[config.mk]
export PLATFORM = sky130hd
export DESIGN_NAME = fetch_unit
export DESIGN_NICKNAME = d
export VERILOG_FILES = /design/src/rtl/fetch_unit.sv
export SDC_FILE = /design/constraint.sdc
export NUM_CORES = 1
export LEC_CHECK = 0
export CAP_MARGIN = 20
export CORE_ASPECT_RATIO = 1.2
export CORE_MARGIN = 2
export CORE_UTILIZATION = 43
export CTS_CLUSTER_DIAMETER = 40
export DETAILED_ROUTE_END_ITERATION = 16
export PLACE_DENSITY = 0.78
export RECOVER_POWER = 100
export SKIP_CTS_REPAIR_TIMING = 1
export SYNTH_ARGS = -nofsm -noshare
export SYNTH_HDL_FRONTEND = slang
export SYNTH_SLANG_ARGS = --single-unit
[constraint.sdc]
create_clock -name clk -period 4.03 [get_ports clk]
set_clock_uncertainty 0.15 [all_clocks]
set_input_delay 0.403 -clock clk [delete_from_list [all_inputs] [get_ports clk]]
set_output_delay 0.403 -clock clk [all_outputs]
set_load 0.02 [all_outputs]
[src/rtl/fetch_unit.sv]
// Instruction-fetch stage: owns the PC, runs one imem transaction at a time and
// presents each returned word with its PC to decode and the branch predictor.
module fetch_unit #(
   parameter logic [31:0] RESET_PC  = 32'h0000_0000,
   parameter logic [31:0] NOP_INSTR = 32'h0000_0013
) (
   input  logic        clk,
   input  logic        reset,
   input  logic        stall_i,
   input  logic        miss_pred_i,
   input  logic [31:0] correct_pc_i,
   input  logic        br_pred_i,
   input  logic [31:0] new_pc_pred_i,
   output logic        imem_req_o,
   output logic [31:0] imem_addr_o,
   input  logic        imem_ack_i,
   input  logic [31:0] imem_rdata_i,
   output logic        valid_o,
   output logic [31:0] instruction_o,
   output logic [31:0] pc_o,
   output logic        pred_taken_o
);

   typedef enum logic [1:0] {IDLE, FETCH, ISSUE, FLUSH} state_t;

   state_t      state, state_n;
   logic [31:0] fetch_pc, fetch_pc_n;
   logic [31:0] redirect_pc, redirect_pc_n;
   logic        valid_n;
   logic [31:0] instr_n;
   logic [31:0] pc_n;
   logic [31:0] correct_al;
   logic [31:0] target_al;

   // Stored targets are always word aligned so imem_addr_o[1:0] stays zero.
   assign correct_al = correct_pc_i  & 32'hFFFF_FFFC;
   assign target_al  = new_pc_pred_i & 32'hFFFF_FFFC;

   // FLUSH keeps the request up so the abandoned transaction can complete.
   assign imem_req_o   = (state == FETCH) || (state == FLUSH);
   assign imem_addr_o  = fetch_pc;
   assign pred_taken_o = valid_o & br_pred_i;

   always_ff @(posedge clk or posedge reset) begin
      if (reset) begin
         state         <= IDLE;
         fetch_pc      <= RESET_PC & 32'hFFFF_FFFC;
         redirect_pc   <= 32'h0;
         valid_o       <= 1'b0;
         instruction_o <= NOP_INSTR;
         pc_o          <= 32'h0;
      end else begin
         state         <= state_n;
         fetch_pc      <= fetch_pc_n;
         redirect_pc   <= redirect_pc_n;
         valid_o       <= valid_n;
         instruction_o <= instr_n;
         pc_o          <= pc_n;
      end
   end

   // A mispredict outranks every other event, including a stall in ISSUE.
   always_comb begin
      state_n       = state;
      fetch_pc_n    = fetch_pc;
      redirect_pc_n = redirect_pc;
      valid_n       = valid_o;
      instr_n       = instruction_o;
      pc_n          = pc_o;

      case (state)
         IDLE: begin
            state_n = FETCH;
            if (miss_pred_i) begin
               fetch_pc_n = correct_al;
            end
         end

         FETCH: begin
            if (miss_pred_i) begin
               if (imem_ack_i) begin
                  fetch_pc_n = correct_al;
               end else begin
                  redirect_pc_n = correct_al;
                  state_n       = FLUSH;
               end
            end else if (imem_ack_i) begin
               instr_n = imem_rdata_i;
               pc_n    = fetch_pc;
               valid_n = 1'b1;
               state_n = ISSUE;
            end
         end

         ISSUE: begin
            if (miss_pred_i) begin
               valid_n    = 1'b0;
               instr_n    = NOP_INSTR;
               fetch_pc_n = correct_al;
               state_n    = FETCH;
            end else if (!stall_i) begin
               valid_n    = 1'b0;
               instr_n    = NOP_INSTR;
               fetch_pc_n = br_pred_i ? target_al : (pc_o + 32'd4);
               state_n    = FETCH;
            end
         end

         FLUSH: begin
            if (imem_ack_i) begin
               fetch_pc_n = miss_pred_i ? correct_al : redirect_pc;
               state_n    = FETCH;
            end else if (miss_pred_i) begin
               redirect_pc_n = correct_al;
            end
         end

         default: begin
            state_n = IDLE;
         end
      endcase
   end

endmodule

==> impl_metrics.json, run 1 <==
{
  "track_usage": 0.2465,
  "ys_seq_area_frac": 0.5078,
  "synth_top_area_share": 0.4956,
  "dieArea_um2": 16030,
  "power_leakage_nw": 3.830,
  "grt_pass1_wl_um": 30700,
  "status": "complete, but fails checks",
  "cts-buffers-inserted": 17,
  "cap_violations": 1,
  "end_kind": "register",
  "fin_crit_sh": 0.7249,
  "hold_depth": 1,
  "synthArstFlopShare": 1.000,
  "path_max_fanout": 65,
  "crit_path_cell_trace": "clkdlybuf4s50_1, nor2_1, and3_2, buf_4, o21ai_0",
  "initial_utilization": 0.4356,
  "vias_per_cell": 5.511,
  "hp-start": "redirect_pc[0]",
  "drc_errors": 0,
  "hpwl_um": 13160,
  "gp_congestion": 0.8242,
  "fmax_mhz": 342.3,
  "layout_min_cycle_time_ps": 2921,
  "netSwitchingFraction": 0.3584,
  "n_antenna_cell": 0,
  "synthFlopType": "dfrtp_1",
  "cp.arrival_ps": 3040,
  "synth_common_cells": "dfrtp_1 (128), nand2_1 (95), mux2_2 (56), o21ai_0 (53), a21oi_1 (38)",
  "fin_area_um2": 9261,
  "syn_nets": 751,
  "p_int_w": 0.003719,
  "hold_path.class": "reg -> reg",
  "cts_tree": "built",
  "numPortBuffers": 196,
  "r2r_end": "instruction_o[17]",
  "fillers": 1255,
  "drive_gt1_frac": 0.1356,
  "die_w_um": 115.9,
  "gr-usage-met3": 0.04296,
  "grt_max_degree": 132,
  "ioPinCount": 201,
  "vias": 5798,
  "setup_violations": 0,
  "ir_drop_mv": 0.3005,
  "grt_overflow": 0,
  "p_seq_frac": 0.372,
  "synth-edff-count": 0,
  "yosys_warnings": 0,
  "min_delay_worst_endpoint": "redirect_pc[0]",
  "max_stage_delay_ps": 1090,
  "pwr-share-clk": 0.285,
  "wl_per_cell_um": 18.17,
  "fin_tns_setup_ps": 0,
  "syn_inst": 647,
  "yosysUniqueCellTypes": 55,
  "path_clk_slew_ps": 50,
  "required_ps": 4150,
  "cts.path.max_buffers": 2,
  "ant_nets": 0,
  "antenna_found_initial": 0,
  "relSlewSlack": -0.2077,
  "drtPass1Iterations": 5,
  "grt_busiest_layer": "met2",
  "synth_area_um2": 6462,
  "fin_nets": 939,
  "share_comb_of_total_power": 0.343,
  "p_sw_w": 0.002078,
  "hold_viol": 0,
  "core-area_um2": 14840,
  "final_util": 0.6242,
  "r2r_start": "state[0]",
  "cts_max_level": 4,
  "synth_seq_cells": 131,
  "syn_avg_cell_area_um2": 9.988,
  "slew_viol_final": 132,
  "violations": "capacitance limit, slew limit",
  "synth_most_common_cell": "dfrtp_1",
  "placed_cell_area_um2": 8651,
  "cts-root-buf": "clkbuf_16",
  "path_class": "in -> reg",
  "grt_pass1_vias": 5789,
  "rrSetupSlack_ps": 1110,
  "drt_iter0_drc": 335,
  "rows": 49,
  "routed_wl_um": 19120,
  "tightestPinTransition_ps": 1812,
  "gr-usage-met2": 0.3967,
  "start_kind": "primary input",
  "pwr_density_cell_nw_per_um2": 625.8,
  "critical-path-top-delay-family": "simple AND/OR/NAND/NOR gates",
  "rsz0062_at_grt": "false",
  "synth_largest_area_cell": "dfrtp_1",
  "worstRegToRegCells": 3,
  "die_h_um": 138.3,
  "critPathSlowestCell": "and3_2",
  "grtUsageMet1": 0.3339,
  "area_growth_pct": 43.31,
  "cp_num_buf_inv": 2,
  "synth.area.top_cells": "dfrtp_1 (50%), mux2_2 (9.8%), nand2_1 (5.5%)",
  "clock_latency_ps": 410,
  "clock_sinks": 131
}
==> cell type report <==
| class | count | area (um2) | share of cell area |
|---|---|---|---|
| multi-input combinational | 462 | 2974 | 0.3211 |
| inverter | 12 | 48.80 | 0.005269 |
| sequential | 131 | 3282 | 0.3544 |
| tap | 204 | 255.2 | 0.02756 |
| timing repair buffer | 211 | 2067 | 0.2232 |
| clock buffer | 20 | 456.7 | 0.04931 |
| clock inverter | 12 | 177.7 | 0.01918 |
==> power by group through the flow <==
stage	sequential (W)	combinational, W	clock (W)
2_1_floorplan	0.00250	0.000724	0
3_3_place_gp	0.00216	0.00208	0
3_5_place_dp	0.00218	0.00212	0
4_1_cts	0.00216	0.00213	0.00168
5_1_grt	0.00222	0.00214	0.00174
6_report	0.00215	0.00199	0.00165
==> per-stage QoR <==
stage | hold slack, ps | cells | setup WS (ps) | power, W
floorplan | 294.9 | 647 | 1856 | 0.003221
global placement | 312.5 | 1020 | 1003 | 0.004241
detailed placement | 313.0 | 1020 | 1032 | 0.004298
CTS | 329.9 | 1052 | 1379 | 0.005969
global route | 366.8 | 1052 | 904.2 | 0.006100
finish | 332.3 | 1052 | 1109 | 0.005796
==> routing by layer <==
metal / vias up / share of wire
met5: - / 0
met1: 2852 / 0.42
met2: 210 / 0.50
met3: 32 / 0.061
li1: 2704 / -
met4: 0 / 0.024
==> registers in the layout (all words and copies together), names as in the netlist <==
name,flops
imem_addr_o,32
state,2
instruction_o,32
redirect_pc,32
valid_o,1
pc_o,32
==> worst max-delay path by stage <==
| stage | from | to | depth (start not counted) |
|---|---|---|---|
| 2_1_floorplan | reset | imem_addr_o[0] | 1 |
| 3_3_place_gp | miss_pred_i | imem_addr_o[22] | 6 |
| 3_5_place_dp | miss_pred_i | imem_addr_o[24] | 6 |
| 4_1_cts | state[0] | imem_addr_o[13] | 5 |
| 5_1_grt | state[0] | instruction_o[2] | 3 |
| 6_report | miss_pred_i | instruction_o[17] | 5 |
==> placed cells by master (no fill, tap or decap), drive strengths merged, types with 4 or more instances in the layout <==
cell type | netlist | final
dfrtp | 128 | 128
dlygate4sd3 | 0 | 100
clkdlybuf4s50 | 0 | 96
nand2 | 95 | 95
mux2 | 56 | 56
o21ai | 56 | 56
a21oi | 38 | 38
nor2 | 33 | 33
nand3 | 23 | 23
clkbuf | 27 | 23
nor3 | 17 | 17
xor2 | 16 | 16
o22ai | 14 | 14
buf | 15 | 12
inv | 12 | 12
xnor2 | 9 | 9
and3 | 9 | 9
nand4 | 9 | 9
a31oi | 8 | 8
nor4 | 8 | 8
nor2b | 6 | 6
nand2b | 5 | 5
clkinvlp | 0 | 5
a21boi | 4 | 4
a22o | 4 | 4
o221ai | 4 | 4
a311oi | 4 | 4
bufinv | 0 | 4
==> logic make-up after synthesis <==
kind of cell	share of synthesized area
AND/OR/NAND/NOR	0.1673
AO/OA/AOI/OAI	0.1522
flip-flops	0.5078
multiplexers	0.1022
buffers and inverters	0.03272
XOR/XNOR	0.03388
adder cells (fa/ha/maj)	0.003872
Power figures use the tool's default switching activity.
==> run 2, diff against run 1 <==
--- a/config.mk
+++ b/config.mk
@@ -8,10 +8,10 @@
 export CAP_MARGIN = 20
 export CORE_ASPECT_RATIO = 1.2
 export CORE_MARGIN = 2
-export CORE_UTILIZATION = 43
+export CORE_UTILIZATION = 47
 export CTS_CLUSTER_DIAMETER = 40
 export DETAILED_ROUTE_END_ITERATION = 16
-export PLACE_DENSITY = 0.78
+export PLACE_DENSITY = 0.81
 export RECOVER_POWER = 100
 export SKIP_CTS_REPAIR_TIMING = 1
 export SYNTH_ARGS = -nofsm -noshare
==> constraint.sdc (replaced) <==
create_clock -name clk -period 2.7 [get_ports clk]
set_clock_uncertainty 0.15 [all_clocks]
set_input_delay 0.27 -clock clk [delete_from_list [all_inputs] [get_ports clk]]
set_output_delay 0.27 -clock clk [all_outputs]
set_load 0.02 [all_outputs]
==> run 2 against run 1 <==
- the flow now finishes without violations
- sequential cell count did not move
- global-route usage grew 2.0 points
- non-clock buffer count grew 10
- combinational power rose by 50%
- clock-buffer cell count did not move
- cell count decreased by 2.4%
- total power up 49%
- largest cell class unchanged
==> impl_metrics.json, run 2 (synthesized netlist as in run 1, its figures left out) <==
{
  "status": "finished, final reports clean",
  "layout_min_cycle_time_ps": 2476,
  "die_w_um": 111.0,
  "dieArea_um2": 14710,
  "place_ws_ps": 168.7,
  "routed_wl_um": 19480,
  "fmax_mhz": 403.9,
  "fin_crit_sh": 0.9170,
  "fin_nets": 949,
  "rows": 46,
  "grtUsageMet1": 0.3400,
  "die_h_um": 132.5,
  "path_class": "reg -> reg",
  "tightestPinTransition_ps": 1215,
  "clock_sinks": 131,
  "crit_path_cell_trace": "nand4_2, nor4_2, a41oi_1, o31ai_1, o21ai_1",
  "clock_latency_ps": 420,
  "wl_per_cell_um": 18.96,
  "track_usage": 0.2663,
  "r2r_end": "imem_addr_o[23]",
  "hold_viol": 0,
  "cts_max_level": 4,
  "slew_viol_final": 0,
  "drt_iter0_drc": 417,
  "ir_drop_mv": 0.6017,
  "initial_utilization": 0.4840,
  "cts-root-buf": "clkbuf_16",
  "rsz0062_at_grt": "false",
  "antenna_found_initial": 1,
  "grt_pass1_wl_um": 31370,
  "ioPinCount": 201,
  "required_ps": 2840,
  "grt_overflow": 0,
  "gr-usage-met3": 0.05360,
  "hpwl_um": 14130,
  "path_clk_slew_ps": 60,
  "cts_tree": "built",
  "layout_common_cells": "dfrtp_1 (128), dlygate4sd3_1 (101), nand2_1 (95), clkdlybuf4s50_1 (95), mux2_2 (56)",
  "fin_tns_setup_ps": 0,
  "core-area_um2": 13350,
  "grt_pass1_vias": 6124,
  "cts.path.max_buffers": 2,
  "grt_max_degree": 48,
  "hold_path.class": "in -> async",
  "final_common_cell": "dfrtp_1",
  "start_kind": "register",
  "critPathSlowestCell": "nor4_2",
  "power_leakage_nw": 3.851,
  "worstRegToRegCells": 5,
  "rrSetupSlack_ps": 220,
  "r2r_start": "pc_o[4]",
  "setup_slack_ps": 224.1,
  "drtPass1Iterations": 5,
  "setup_violations": 0,
  "grt_busiest_layer": "met2",
  "ant_nets": 0,
  "gp_congestion": 0.8906,
  "end_kind": "register",
  "drc_errors": 0,
  "path_max_fanout": 8,
  "vias": 6016,
  "vias_per_cell": 5.858,
  "cts-buffers-inserted": 17,
  "cp.arrival_ps": 2620,
  "fillers": 993,
  "cp_num_buf_inv": 0,
  "cap_violations": 0,
  "gr-usage-met2": 0.4363,
  "numPortBuffers": 196,
  "final_util": 0.6928,
  "area_growth_pct": 43.16,
  "relSlewSlack": 0.1903,
  "pwr_density_cell_nw_per_um2": 932.6,
  "critical-path-top-delay-family": "simple AND/OR/NAND/NOR gates",
  "max_stage_delay_ps": 770,
  "drive_gt1_frac": 0.1410
}
run 2: worst register-to-register path, cell delays in order, from the launching register on:
cell and delay, ps:
dfrtp_1 510, nand4_2 300, nor4_2 780, a41oi_1 210, o31ai_1 300, o21ai_1 90
run 2: how the worst max path moves through the flow:
stage / startpoint / endpoint / cells after the start
floorplan: pc_o[2] / imem_addr_o[26] / 6
global placement: imem_ack_i / imem_addr_o[13] / 6
detailed placement: stall_i / imem_addr_o[29] / 7
CTS: state[1] / imem_addr_o[19] / 6
global route: state[1] / instruction_o[15] / 5
finish: pc_o[4] / imem_addr_o[23] / 5
run 2: through the flow:
stage / std cells / area (um2) / total power (W) / hold WS (ps)
floorplan: 647 / 6466 / 0.004807 / 225.8
global placement: 994 / 8681 / 0.006327 / 314.0
detailed placement: 994 / 8681 / 0.006451 / 324.9
CTS: 1026 / 9309 / 0.008907 / -23.01
global route: 1027 / 9251 / 0.009056 / 169.7
finish: 1027 / 9251 / 0.008628 / 124.1
run 2: where the power goes:
group,total [W],switching [W],internal [W]
logic,0.00298,0.00159,0.00140
registers,0.00321,0.000648,0.00257
clock network,0.00243,0.000857,0.00157
total,0.00863,0.00309,0.00554
run 2: per-layer routing:
metal  wire length [um]  up-vias
met4                781        0
met3               1305       58
li1                   -     2720
met5                  0        -
met2               9670      293
met1               7717     2945
run 2: final cells by class:
cell class,instances,area [um2],share of cell area
diodes,1,2.502,0.0002705
clock buffers,20,446.7,0.04828
clock inverters,12,181.4,0.01961
inverters,12,46.29,0.005004
multi-input cells,462,2948,0.3186
flip-flops and latches,131,3282,0.3547
well taps,168,210.2,0.02272
repair buffers,221,2135,0.2307
